File: config.mk
export PLATFORM = sky130hd
export DESIGN_NAME = mac_simd
export DESIGN_NICKNAME = d
export VERILOG_FILES = /design/src/rtl/mac_simd.sv
export SDC_FILE = /design/constraint.sdc
export NUM_CORES = 1
export LEC_CHECK = 0
export ABC_AREA = 1
export BUFFER_PORTS_ARGS = -buffer_cell sky130_fd_sc_hd__buf_2
export CAP_MARGIN = 20
export CORE_UTILIZATION = 45
export DETAILED_ROUTE_END_ITERATION = 8
export PLACE_DENSITY_LB_ADDON = 0.2
export SLEW_MARGIN = 40
export SYNTH_ARGS = -nofsm -noshare
export SYNTH_HDL_FRONTEND = slang
export SYNTH_SLANG_ARGS = --single-unit
File: constraint.sdc
create_clock -name clk -period 20.2 [get_ports clk]
set_input_delay 3.03 -clock clk [delete_from_list [all_inputs] [get_ports clk]]
set_output_delay 3.03 -clock clk [all_outputs]
set_load 0.02 [all_outputs]
File: src/rtl/mac_simd.sv
// Two-stage signed multiply-accumulate with a per-instruction full/SIMD split.
// Stage 1 registers the sign-extended product; stage 2 applies the op to the accumulator.
module mac_simd #(
  parameter int DATA_W  = 16,
  parameter int LANES   = 2,
  parameter int GUARD_W = 4
) (
  input  logic                       clk,
  input  logic                       reset_n,
  input  logic                       stall,
  input  logic                       in_valid,
  input  logic [3:0]                 instruction,
  input  logic [DATA_W-1:0]          multiplier,
  input  logic [DATA_W-1:0]          multiplicand,
  output logic [2*DATA_W-1:0]        result,
  output logic [LANES*GUARD_W-1:0]   protect,
  output logic                       out_valid,
  output logic [LANES-1:0]           sat_flag
);
  localparam int RES_W  = 2 * DATA_W;
  localparam int PROT_W = LANES * GUARD_W;
  localparam int ACC_W  = RES_W + PROT_W;
  localparam int LW     = DATA_W / LANES;
  localparam int LRW    = 2 * LW;
  localparam int LAW    = LRW + GUARD_W;

  typedef enum logic [2:0] {
    OP_NOP  = 3'b000,
    OP_CLR  = 3'b001,
    OP_LOAD = 3'b010,
    OP_ACC  = 3'b011,
    OP_SUB  = 3'b100,
    OP_SAT  = 3'b101
  } op_e;

  logic [RES_W-1:0]  prod_res_q, prod_res_d;
  logic [PROT_W-1:0] prod_prot_q, prod_prot_d;
  op_e               op_q, op_d;
  logic              split_q, split_d;
  logic              vld_q, vld_d;
  logic [RES_W-1:0]  result_q, result_d;
  logic [PROT_W-1:0] protect_q, protect_d;
  logic [LANES-1:0]  sat_q, sat_d;
  logic              out_valid_q, out_valid_d;

  logic [RES_W-1:0]  full_a, full_b, full_p;
  logic [LRW-1:0]    lane_a, lane_b, lane_p;

  // Stage 1: product in the same bit layout as the accumulator it will be applied to
  always_comb begin
    prod_res_d  = prod_res_q;
    prod_prot_d = prod_prot_q;
    op_d        = op_q;
    split_d     = split_q;
    vld_d       = vld_q;
    full_a      = {{DATA_W{multiplier[DATA_W-1]}}, multiplier};
    full_b      = {{DATA_W{multiplicand[DATA_W-1]}}, multiplicand};
    full_p      = full_a * full_b;
    lane_a      = '0;
    lane_b      = '0;
    lane_p      = '0;
    if (!stall) begin
      vld_d   = in_valid;
      split_d = instruction[3];
      op_d    = (in_valid && instruction[2:0] <= OP_SAT) ? op_e'(instruction[2:0]) : OP_NOP;
      if (instruction[3]) begin
        for (int i = 0; i < LANES; i++) begin
          lane_a = {{LW{multiplier[i*LW+LW-1]}}, multiplier[i*LW +: LW]};
          lane_b = {{LW{multiplicand[i*LW+LW-1]}}, multiplicand[i*LW +: LW]};
          lane_p = lane_a * lane_b;
          prod_res_d[i*LRW +: LRW]          = lane_p;
          prod_prot_d[i*GUARD_W +: GUARD_W] = {GUARD_W{lane_p[LRW-1]}};
        end
      end else begin
        prod_res_d  = full_p;
        prod_prot_d = {PROT_W{full_p[RES_W-1]}};
      end
    end
  end

  logic [ACC_W-1:0] acc_full, prod_full, sum_full;
  logic [LAW-1:0]   lane_acc, lane_prod, lane_sum;

  // Stage 2: saturation is detected by the guard bits plus the result MSB disagreeing
  always_comb begin
    result_d    = result_q;
    protect_d   = protect_q;
    sat_d       = sat_q;
    out_valid_d = out_valid_q;
    acc_full    = {protect_q, result_q};
    prod_full   = {prod_prot_q, prod_res_q};
    sum_full    = acc_full;
    lane_acc    = '0;
    lane_prod   = '0;
    lane_sum    = '0;
    if (!stall) begin
      out_valid_d = vld_q;
      if (op_q == OP_CLR) begin
        result_d  = '0;
        protect_d = '0;
        sat_d     = '0;
      end else if (!split_q) begin
        case (op_q)
          OP_LOAD: sum_full = prod_full;
          OP_ACC:  sum_full = acc_full + prod_full;
          OP_SUB:  sum_full = acc_full - prod_full;
          OP_SAT: begin
            if (acc_full[ACC_W-1:RES_W-1] != {(PROT_W+1){acc_full[ACC_W-1]}}) begin
              sum_full = acc_full[ACC_W-1] ? {{(PROT_W+1){1'b1}}, {(RES_W-1){1'b0}}}
                                           : {{(PROT_W+1){1'b0}}, {(RES_W-1){1'b1}}};
              sat_d    = '1;
            end
          end
          default: ;
        endcase
        {protect_d, result_d} = sum_full;
      end else begin
        for (int i = 0; i < LANES; i++) begin
          lane_acc  = {protect_q[i*GUARD_W +: GUARD_W], result_q[i*LRW +: LRW]};
          lane_prod = {prod_prot_q[i*GUARD_W +: GUARD_W], prod_res_q[i*LRW +: LRW]};
          lane_sum  = lane_acc;
          case (op_q)
            OP_LOAD: lane_sum = lane_prod;
            OP_ACC:  lane_sum = lane_acc + lane_prod;
            OP_SUB:  lane_sum = lane_acc - lane_prod;
            OP_SAT: begin
              if (lane_acc[LAW-1:LRW-1] != {(GUARD_W+1){lane_acc[LAW-1]}}) begin
                lane_sum = lane_acc[LAW-1] ? {{(GUARD_W+1){1'b1}}, {(LRW-1){1'b0}}}
                                           : {{(GUARD_W+1){1'b0}}, {(LRW-1){1'b1}}};
                sat_d[i] = 1'b1;
              end
            end
            default: ;
          endcase
          protect_d[i*GUARD_W +: GUARD_W] = lane_sum[LAW-1:LRW];
          result_d[i*LRW +: LRW]          = lane_sum[LRW-1:0];
        end
      end
    end
  end

  always_ff @(posedge clk) begin
    if (!reset_n) begin
      prod_res_q  <= '0;
      prod_prot_q <= '0;
      op_q        <= OP_NOP;
      split_q     <= 1'b0;
      vld_q       <= 1'b0;
      result_q    <= '0;
      protect_q   <= '0;
      sat_q       <= '0;
      out_valid_q <= 1'b0;
    end else begin
      prod_res_q  <= prod_res_d;
      prod_prot_q <= prod_prot_d;
      op_q        <= op_d;
      split_q     <= split_d;
      vld_q       <= vld_d;
      result_q    <= result_d;
      protect_q   <= protect_d;
      sat_q       <= sat_d;
      out_valid_q <= out_valid_d;
    end
  end

  assign result    = result_q;
  assign protect   = protect_q;
  assign sat_flag  = sat_q;
  assign out_valid = out_valid_q;

endmodule
==> metrics.yaml <==
gr-usage-met3_pct: 2.334
fin_crit_ns: 8.744
hold_path_class: "reg2reg"
h-tree-depth: 3
cts-root-buf: "clkbuf_16"
dpl.hpwl_mm: 59.43
min_path_cells: 2
skew_ns: 0.01052
critPathCaptureType: "flop"
worstHoldStart: "vld_q"
synthesis.nets: 4056
ioPinCount: 83
wl_mm: 71.72
use_met2_pct: 46.96
grt_pass1_vias: 21680
hold_violations: 0
fin_crit_sh_pct: 43.29
insertion_delay_ns: 0.38
worstMarginPinSlew_ns: 0.8771
synth_area_leader_cell: "fa_1"
num_vias: 21390
yosys_warnings: 0
grt_use_total_pct: 28.09
grt_pass1_wl_mm: 117.1
num_rows: 83
synth-seq-cells: 81
setup_violations: 0
postCtsSetupBuffers: 0
numClockSinks: 81
ant_nets: 0
fillers: 5436
critPathKind: "in2reg"
status: "completed"
globalRouteOverflowTotal: 0
clkSlewWorstSetupHoldPaths_ns: 0.07
timing.rr.start: "prod_res_q[16]"
synthDistinctLibCells: 53
synthTopCellsByCount: "inv_1, nand2_1, fa_1"
cp.arrival_ns: 8.99
synthToLayoutAreaGrowth_pct: 5.046
maxSlewHeadroom_pct: 41.53
n_antenna_cell: 0
yosysTopAreaCellShare_pct: 29.95
cts_hold_buf: 0
port_buffers: 82
grt_max_degree: 56
die_area_um2: 53210
fin_tns_setup_ns: 0
seq_area_frac_synth_pct: 6.891
antenna_found_initial: 0
dieWidth_um: 230.7
drive_above_1_share_pct: 4.737
drtPass1Iterations: 6
syn_avg_cell_area_um2: 6.795
top_usage_layer: "met2"
critPathMaxFanout: 16
initial_utilization_pct: 45.68
worstHoldEndpoint: "vld_q"
place_congestion: 1.026
wl_per_cell_um: 17.32
synth_area_um2: 23530
synth_most_common_cell: "inv_1"
remaining_drc_errors: 0
yosys_most_used_dff: "dfxtp_1"
final_nets: 4050
max_freq_mhz: 114.4
drv_slew: 0
synth_area_leaders: "fa_1, inv_1, nand2_1, ha_1, dfxtp_1"
reg2reg_to: "protect[7]"
cap_violations: 0
fp.dieH_um: 230.7
cp-start-kind: "primary input"
ctsResizeCount: 0
drt-initial-drc-count: 1625
cts_tree: "done"
coreArea_um2: 51510
ff2ff_setup_slack_ns: 15.48
postSynthCellCount: 3463
cts_buffers: 9
grtUsageMet1_pct: 38.08
reg2reg_depth: 26
crit_required_ns: 20.44
synth_edf_count: 0
clockBufferDepth: 2
grt_setup_unrepaired: "no"
vias_per_cell: 5.164
synth-async-reset-ratio_pct: 0
layout make-up:
type,count,area (um^2),share of cell area (%)
timing repair buffer,88,455.4,1.842
multi-input combinational,2412,18230,73.76
inverter,865,3247,13.14
clock inverter,6,72.57,0.2936
sequential,81,1622,6.560
tap,680,850.8,3.442
clock buffer,10,239.0,0.9668
state kept, by name (all words and copies together), names as in the netlist:
register / flops
vld_q: 1
split_q: 1
op_q: 3
prod_prot_q: 2
prod_res_q: 31
out_valid: 1
sat_flag: 2
result: 32
protect: 8
worst max-delay path by stage:
stage | start | end | slack, ns | cells past startpoint
6_report | multiplicand[4] | prod_res_q[27] | 11.46 | 20
3_5_place_dp | multiplicand[4] | prod_res_q[27] | 11.13 | 20
2_1_floorplan | multiplicand[5] | prod_res_q[27] | 11.65 | 21
4_1_cts | multiplicand[4] | prod_res_q[27] | 11.52 | 20
5_1_grt | multiplicand[4] | prod_prot_q[3] | 11.08 | 20
3_3_place_gp | multiplicand[4] | prod_res_q[27] | 11.15 | 20
routing by layer:
| metal | share of wire, % | vias up | wire length (um) |
|---|---|---|---|
| met5 | 0 | - | 0 |
| met4 | 3.2 | 0 | 2330 |
| met3 | 5.1 | 121 | 3693 |
| met2 | 46 | 625 | 32970 |
| met1 | 46 | 10170 | 32730 |
| li1 | - | 10480 | - |
placed cells by master, fill, tap and decap left out, types with 18 or more instances in the layout:
master | netlist | layout
dfxtp_1 | 81 | 81
nor3_1 | 25 | 25
nand2_1 | 842 | 841
xnor2_1 | 23 | 23
ha_1 | 201 | 201
fa_1 | 352 | 352
xor2_1 | 52 | 52
nand3_1 | 128 | 128
a21oi_1 | 238 | 238
or2_2 | 22 | 22
buf_2 | 10 | 82
inv_1 | 851 | 850
o211ai_1 | 20 | 20
nand3b_1 | 18 | 18
o21ai_0 | 153 | 153
nand4_1 | 26 | 26
nor2_1 | 210 | 210
critical path, stage by stage:
cell and delay [ns]:
buf_2 0.36, nand2_1 0.22, fa_1 0.61, inv_1 0.06
fa_1 0.85, fa_1 0.53, fa_1 0.47, fa_1 0.55
inv_1 0.06, fa_1 0.57, inv_1 0.06, ha_1 0.35
a21oi_1 0.19, o21ai_0 0.11, a21oi_1 0.12, nand3_1 0.19
a21o_1 0.22, or2_2 0.27, nand2_1 0.07, a31oi_1 0.07
through the flow:
stage                     utilization, %  setup WS [ns]  hold slack [ns]  instances  area [um^2]
after floorplan                        -          11.65           0.4418       3463        23530
after global placement             47.38          11.15           0.4527       4126        24400
after detailed placement           47.38          11.13           0.4626       4126        24410
after CTS                          47.99          11.52           0.4729       4142        24720
after global routing               47.99          11.08           0.4880       4142        24720
final                              47.99          11.46           0.4662       4142        24720
kinds of logic (layout without fill, tap and decap cells):
family          after synthesis  count (layout)  share of synthesized area, %
flops                        81              81                         6.891
xor+xnor                     75              75                         2.792
mux                           1               1                       0.04254
buf+inv                     970             969                         15.64
simple gates               1297            1297                         22.73
fa+ha+maj                   553             553                         40.63
compound gates              486             486                         11.27
Power is not shown: default switching activity piles up to over one toggle a cycle in this logic, so the estimate is an artifact.
